## config.mk

```make
export PLATFORM = sky130hd
export DESIGN_NAME = pipe_stage_reg
export DESIGN_NICKNAME = d
export VERILOG_FILES = /design/src/rtl/pipe_stage_reg.sv
export SDC_FILE = /design/constraint.sdc
export NUM_CORES = 1
export LEC_CHECK = 0
export BUFFER_PORTS_ARGS = -buffer_cell sky130_fd_sc_hd__buf_4
export CAP_MARGIN = 10
export CELL_PAD_IN_SITES_DETAIL_PLACEMENT = 0
export CELL_PAD_IN_SITES_GLOBAL_PLACEMENT = 2
export CORE_AREA = 2 2 171 257
export DETAILED_ROUTE_END_ITERATION = 8
export DIE_AREA = 0 0 173 259
export GPL_ROUTABILITY_DRIVEN = 0
export HOLD_SLACK_MARGIN = 0.15
export PLACE_DENSITY_LB_ADDON = 0.1
export SYNTH_ARGS = -nofsm -noshare
export SYNTH_HDL_FRONTEND = slang
export SYNTH_SLANG_ARGS = --single-unit
```

## constraint.sdc

```tcl
create_clock -name CLK -period 1.8 [get_ports CLK]
set_clock_uncertainty 0.1 [all_clocks]
set_input_delay 0.36 -clock CLK [delete_from_list [all_inputs] [get_ports CLK]]
set_output_delay 0.36 -clock CLK [all_outputs]
set_load 0.05 [all_outputs]
```

## src/rtl/pipe_stage_reg.sv

```systemverilog
// Parametrised pipeline boundary register: valid/ready handshake,
// optional two-entry skid buffer, synchronous flush inserting a bubble.
module pipe_stage_reg #(
    parameter int CTRL_W = 8,
    parameter int DATA_W = 128,
    parameter bit SKID   = 1'b1
) (
    input  logic              CLK,
    input  logic              RST,
    input  logic              in_valid,
    output logic              in_ready,
    input  logic [CTRL_W-1:0] in_ctrl,
    input  logic [DATA_W-1:0] in_data,
    input  logic              flush,
    output logic              out_valid,
    input  logic              out_ready,
    output logic [CTRL_W-1:0] out_ctrl,
    output logic [DATA_W-1:0] out_data,
    output logic [1:0]        occupancy
);

    logic              main_v, main_v_n;
    logic [CTRL_W-1:0] main_c, main_c_n;
    logic [DATA_W-1:0] main_d, main_d_n;
    logic              skid_v, skid_v_n;
    logic [CTRL_W-1:0] skid_c, skid_c_n;
    logic [DATA_W-1:0] skid_d, skid_d_n;
    logic              rdy_q;
    logic [1:0]        occ_q;
    logic              accept;
    logic              release_e;

    // With SKID the ready is a flop; without it, one AND/OR from out_ready.
    assign in_ready  = SKID ? rdy_q : (out_ready || !main_v);
    assign accept    = in_valid && in_ready;
    assign release_e = main_v && out_ready;

    assign out_valid = main_v;
    assign out_ctrl  = main_c;
    assign out_data  = main_d;
    assign occupancy = occ_q;

    always_comb begin
        main_v_n = main_v;
        main_c_n = main_c;
        main_d_n = main_d;
        skid_v_n = skid_v;
        skid_c_n = skid_c;
        skid_d_n = skid_d;
        if (flush) begin
            main_v_n = 1'b0;
            main_c_n = '0;
            skid_v_n = 1'b0;
        end else if (SKID && skid_v) begin
            if (release_e) begin
                main_v_n = 1'b1;
                main_c_n = skid_c;
                main_d_n = skid_d;
                skid_v_n = 1'b0;
            end
        end else if (!main_v || release_e) begin
            if (accept) begin
                main_v_n = 1'b1;
                main_c_n = in_ctrl;
                main_d_n = in_data;
            end else if (main_v) begin
                // Bubble: control goes quiet, data keeps its last value.
                main_v_n = 1'b0;
                main_c_n = '0;
            end
        end else if (SKID && accept) begin
            skid_v_n = 1'b1;
            skid_c_n = in_ctrl;
            skid_d_n = in_data;
        end
    end

    always_ff @(posedge CLK) begin
        if (!RST) begin
            main_v <= 1'b0;
            main_c <= '0;
            main_d <= '0;
            skid_v <= 1'b0;
            skid_c <= '0;
            skid_d <= '0;
            rdy_q  <= 1'b1;
            occ_q  <= 2'd0;
        end else begin
            main_v <= main_v_n;
            main_c <= main_c_n;
            main_d <= main_d_n;
            skid_v <= skid_v_n;
            skid_c <= skid_c_n;
            skid_d <= skid_d_n;
            rdy_q  <= !skid_v_n;
            occ_q  <= {1'b0, main_v_n} + {1'b0, skid_v_n};
        end
    end

endmodule

```

==> metrics.txt, run 1 <==
Synth area leaders dfxtp_1 (46%), o221a_2 (8.2%), a21boi_0 (6.9%); Overflow after GRT 0; Wirelength per Cell around 19 um; ys async rst share 0; post-synthesis xor/xnor area fraction 0; DIE WIDTH 173 um; CTS tree built; Core ar. about 43000 um2; fraction of synthesized area in multiplexers 0; Setup CP Type flop to flop; crit share post-route 1.03; Vias/cell approximately 5.0; EDFF count, synth 0; power per cell area just under 900 nW/um2; row count 93; unrepaired setup endpoints after global routing true; synthesized area roughly 12000 um2; power share of the combinational group 0.197; sequential fraction of the synthesis area 0.455; setup TNS -1.33 ns; P_int ~11 mW; area of the multi-input gates 5730 um2; startpoint types flop; total leakage power 6.90 nW; Clock Sinks between 200 and 300; initial DRC count 610; Data arrival, critical path 2.19 ns; Slew @ Worst Pin about 0.61 ns; Syn Inst Count 1412; Switching Fraction 0.291; most common cell after layout, fill and taps aside buf_4; Final Hold Vio Count 0; Area growth, synth to finish 49.0%; vias in the first global route roughly 11000; detailed-route via count between 10000 and 15000; Avg Inst Size Synth 8.63 um2; pin count of the biggest net entering global routing roughly 140; worst-path fanout max 6; #FFs+latches synth 277; status finished with violations; total CTS buffers 31; peak supply drop roughly 0.0007 V; Initial Util 0.286; number of max-cap violations 0; Max Slew Vio Count 0; Finished Core Util 0.426; violated checks negative setup slack; simple-gate share of the synthesized area 0.108; DR DRC count 0; Sequential Power Share 0.415; count of nets after finishing 1916; Post-Synth Adder-Cell Area 0.00103; Worst-path clk slew 0.06 ns; GRT Total Usage 0.190; post-route ant nets 0; crit path time final 1.85 ns; Detailed Route WL about 46000 um; HP Class input port to flop; share of cells above drive strength 1 0.281; WP data required about 2.2 ns; FILL cells approximately 4300; largest family of logic cells by synthesized area compound AO/OA/AOI/OAI gates; ys flop type dfxtp_1; syn nets around 1600; # IOs between 200 and 300; CP endpoint kind flop; first-pass GRT wire length approximately 70000 um; clock root buffer clkbuf_16; relative slew slack 0.590; Final setup viols 73; Ys Warns 0; IO buf count 280; initial antenna violation count 1; worst hold slack between 0.2 and 0.25 ns; die area 44800 um2; Compound-Gate Fraction of Synth Area 0.336; Max H-tree Level 1; fin worst setup slack -0.0454 ns; die extent in y roughly 260 um; most frequent cells in the layout buf_4 (308), dfxtp_1 (274), dlygate4sd3_1 (138); DRT Pass-1 Iters 6; max frequency about 0.54 GHz; detailed placer's ending HPWL 26400 um; Distinct cells, synth 32; top-area cell type share of the netlist area 0.455; Switch Pwr around 4.6 mW; clock insertion delay at the later pin of the skew report 0.56 ns; CTS max path bufs 3; Clock power frac 0.388; area occupied by registers roughly 5600 um2; cell taking the most area after synthesis dfxtp_1
-- state kept, by name, summed over array words and instances (netlist names) --
register	cells
skid_v	1
skid_d	128
in_ready	1
occupancy	2
out_data	128
skid_c	8
out_valid	1
out_ctrl	8
-- critical path, cell delays in order, from the launching register on --
cell and delay [ns]:
dfxtp_4 0.35, buf_6 0.12, nor2b_4 0.13, or3_4 0.47, clkbuf_16 0.21, buf_12 0.14, o221a_2 0.22
-- power by group through the flow --
stage | clock (mW) | combinational [mW] | sequential [mW]
after CTS | 6.35 | 2.99 | 6.55
after global placement | 0 | 2.69 | 6.69
after floorplan | 0 | 0.862 | 7.39
after global routing | 6.56 | 3.29 | 6.58
after detailed placement | 0 | 2.71 | 6.68
final | 6.12 | 3.11 | 6.56
-- metrics by stage --
step | area [um2] | setup WS [ns] | instances | power [mW]
after floorplan | 12200 | 0.00322 | 1412 | 8.26
after global placement | 15100 | -0.0126 | 2154 | 9.38
after detailed placement | 15100 | -0.0216 | 2154 | 9.39
after CTS | 17600 | -0.0547 | 2351 | 15.9
after global routing | 18200 | -0.0855 | 2367 | 16.4
final | 18200 | -0.0454 | 2367 | 15.8
-- area by class of cell --
| cell class | count | share of cell area |
|---|---|---|
| multi-input cells | 839 | 0.316 |
| flip-flops and latches | 277 | 0.306 |
| repair buffers | 496 | 0.259 |
| clock buffers | 49 | 0.0514 |
| well taps | 570 | 0.0393 |
| inverters | 129 | 0.0267 |
| clock inverters | 6 | 0.00165 |
| diodes | 1 | 0.000138 |
-- path summary, 6_finish.rpt --
| kind | startpoint | cells past startpoint | endpoint | slack (ns) |
|---|---|---|---|---|
| min | flush | 5 | in_ready | 0.22 |
| min reg2reg | skid_d[104] | 2 | skid_d[104] | 0.37 |
| max | out_valid | 6 | out_data[19] | -0.05 |
| max reg2reg | out_valid | 6 | out_data[19] | -0.05 |
-- layer usage --
layer,up-vias,GRT usage,part of all wire
met4,0,0.0476,0.021
met2,257,0.326,0.49
met3,56,0.0309,0.043
met1,5755,0.248,0.45
met5,-,0,0
li1,5842,-,-
-- cell usage after synthesis (8+ instances only) --
master    number
dfxtp_1      277
nand3_1      136
o21ai_0      136
nor2_1       130
a31oi_1      129
inv_1        129
a21boi_0     112
clkbuf_1     107
o221a_2       89
o221a_1       39
buf_2         33
a21boi_1      24
buf_4         15
buf_1         11
nor3_1         9
a211oi_1       8
a22oi_1        8
-- cells by family (layout without fill, tap and decap cells) --
group,count (synthesis),after routing
AND/OR/NAND/NOR,290,290
other,0,1
buffers and inverters,296,680
flip-flops,277,277
AO/OA/AOI/OAI,548,548
adder cells (fa/ha/maj),1,1
-- what timing repair did --
action / in CTS / in global routing
endpoints found under the setup margin: 1 / 154
cloned: 2 / 7
gates resized for setup: 8 / 41
pin swaps: 0 / 1
buffers inserted: 2 / 9
hold buffers: 138 / 0
hold endpoints to repair: 206 / 0
No activity file was read; power rests on OpenSTA's default activity.
==> run 2, diff against run 1 <==
--- a/config.mk
+++ b/config.mk
@@ -5,13 +5,14 @@
 export SDC_FILE = /design/constraint.sdc
 export NUM_CORES = 1
 export LEC_CHECK = 0
+export ABC_AREA = 1
 export BUFFER_PORTS_ARGS = -buffer_cell sky130_fd_sc_hd__buf_4
 export CAP_MARGIN = 10
 export CELL_PAD_IN_SITES_DETAIL_PLACEMENT = 0
 export CELL_PAD_IN_SITES_GLOBAL_PLACEMENT = 2
-export CORE_AREA = 2 2 171 257
+export CORE_AREA = 2 2 185 277
 export DETAILED_ROUTE_END_ITERATION = 8
-export DIE_AREA = 0 0 173 259
+export DIE_AREA = 0 0 187 279
 export GPL_ROUTABILITY_DRIVEN = 0
 export HOLD_SLACK_MARGIN = 0.15
 export PLACE_DENSITY_LB_ADDON = 0.1
==> metrics.txt, run 2 <==
number of max-cap violations 0; row count 100; HP Class input port to flop; FILL cells around 5500; Final Cell Area 18300 um2; crit share post-route 0.930; Worst-path clk slew about 0.06 ns; max frequency about 0.6 GHz; most frequent cells in the layout nor2_1 (817), nand2_1 (299), buf_4 (296); Overflow after GRT 0; DIE WIDTH ~190 um; post-route ant nets 0; list of most frequent post-synthesis cells nor2_1 (818), nand2_1 (300), dfxtp_1 (277); total CTS buffers 34; Final Hold Vio Count 0; Synth area leaders dfxtp_1 (43%), nor2_1 (24%), nand2_1 (8.8%); CTS tree built; Area growth, synth to finish 42.8%; Distinct cells, synth 19; sequential fraction of the synthesis area 0.433; Final setup viols 0; ys flop type dfxtp_1; fin worst setup slack about 0.13 ns; DR DRC count 0; worst-path fanout max 27; first-pass GRT wire length 68300 um; ys async rst share 0; detailed placer's ending HPWL 27200 um; Max H-tree Level 2; most common cell after layout, fill and taps aside nor2_1; die area 52200 um2; initial antenna violation count 1; die extent in y between 200 and 300 um; Data arrival, critical path 1.98 ns; Setup CP Type flop to flop; # IOs between 200 and 300; detailed-route via count about 13000; DRT Pass-1 Iters 4; Ys Warns 0; status finished clean; clock insertion delay at the later pin of the skew report 0.52 ns; n_diodes 0; Post-DP Area 15700 um2; Slew @ Worst Pin approximately 0.5 ns; Avg Inst Size Synth 6.17 um2; clock root buffer clkbuf_16; #FFs+latches synth between 200 and 300; top-area cell type share of the netlist area 0.433; total leakage power approximately 9.5 nW; # Post-CTS Setup Buffers 0; Sequential Power Share 0.396; power share of the combinational group 0.180; Max Slew Vio Count 0; CP endpoint kind flop; crit path time final about 1.7 ns; count of nets after finishing 2578; Initial Util 0.258; Detailed Route WL ~43000 um; Vias/cell just over 4; fin cells between 3000 and 4000; power per cell area 909 nW/um2; worst hold slack approximately 0.20 ns; share of cells above drive strength 1 0.156; Post-Place Cells between 2000 and 3000; cell taking the most area after synthesis dfxtp_1; pin count of the biggest net entering global routing around 140; P_int 11.8 mW; EDFF count, synth 0; synthesized area roughly 13000 um2; CTS max path bufs 3; Clock Sinks roughly 280; IO buf count between 200 and 300; Syn Inst Count around 2100; vias in the first global route roughly 12000; Switch Pwr ~4.8 mW; syn nets around 2200; relative slew slack 0.666; Wirelength per Cell ~14 um; Switching Fraction 0.288; unrepaired setup endpoints after global routing true; GRT Total Usage 0.163; peak supply drop 0.000544 V; most frequent cell after synthesis nor2_1; total chip power ~17 mW; startpoint types flop; DP Worst Slack around 0.084 ns; Core ar. between 40000 and 50000 um2; Clock power frac 0.424; initial DRC count 526; WP data required 2.11 ns
==> run 2: changes by cell type after synthesis, sizes merged, moves of 2 or more <==
cell,previous run,this run
and2,4,1
a31oi,129,0
inv,129,274
a211oi,8,0
nor3,9,0
buf,60,91
a22oi,8,0
nor2,130,819
a21boi,136,0
nand2,1,301
nand3,136,129
o221a,128,0
clkbuf,107,41
nand2b,2,0
==> run 2: routing by layer <==
metal	part of all wire	vias up	GRT usage
li1	-	6861	-
met1	0.46	5811	0.204
met2	0.48	237	0.283
met3	0.040	56	0.0282
met4	0.025	2	0.0501
met5	0.00025	-	0
==> run 2: final timing paths <==
check | depth (start not counted) | startpoint | slack [ns] | to
hold / removal | 5 | flush | 0.20 | out_ctrl[1]
hold reg to reg | 2 | skid_d[64] | 0.38 | skid_d[64]
setup / recovery | 7 | skid_v | 0.13 | out_data[53]
setup reg to reg | 7 | skid_v | 0.13 | out_data[53]
==> run 2: logic make-up (layout without fill, tap and decap cells) <==
family	count (synthesis)	count (layout)	share of synthesized area
compound gates	139	139	0.0547
fa+ha+maj	1	1	0.000978
simple gates	1250	1250	0.380
buf+inv	406	790	0.131
flops	277	277	0.433
==> run 2: worst max-delay path, cell delays in order (launching register included) <==
cell	delay [ns]
dfxtp_4	0.48
inv_2	0.11
a21oi_4	0.22
buf_12	0.22
buf_12	0.21
nand3_1	0.09
nand2_1	0.08
nor2_1	0.04
==> run 2: per-stage QoR <==
stage                     utilization  setup TNS (ns)
after floorplan                     -               0
after global placement          0.317               0
after detailed placement        0.317               0
after CTS                       0.367               0
after global routing            0.368        -0.00140
final                           0.368               0
==> run 2: final cells by class <==
type                       instances  area, um2  share of cell area
multi-input combinational       1390       5610               0.307
timing repair buffer             459       4120               0.225
inverter                         274       1030              0.0566
sequential                       277       5550               0.304
clock inverter                     3       43.8             0.00240
clock buffer                      54       1090              0.0597
tap                              663        830              0.0454
==> run 2: power by group through the flow <==
stage | clock network, mW | logic, mW | registers [mW]
6_report | 7.04 | 3.00 | 6.58
5_1_grt | 7.57 | 3.28 | 6.61
4_1_cts | 7.35 | 3.05 | 6.58
3_5_place_dp | 0 | 2.79 | 6.72
3_3_place_gp | 0 | 2.78 | 6.72
2_1_floorplan | 0 | 0.960 | 7.46
==> run 2: what timing repair did <==
action	4_1_cts	5_1_grt
hold endpoints to repair	140	0
resized for setup	0	3
setup endpoints to repair	0	25
hold buffers	137	0
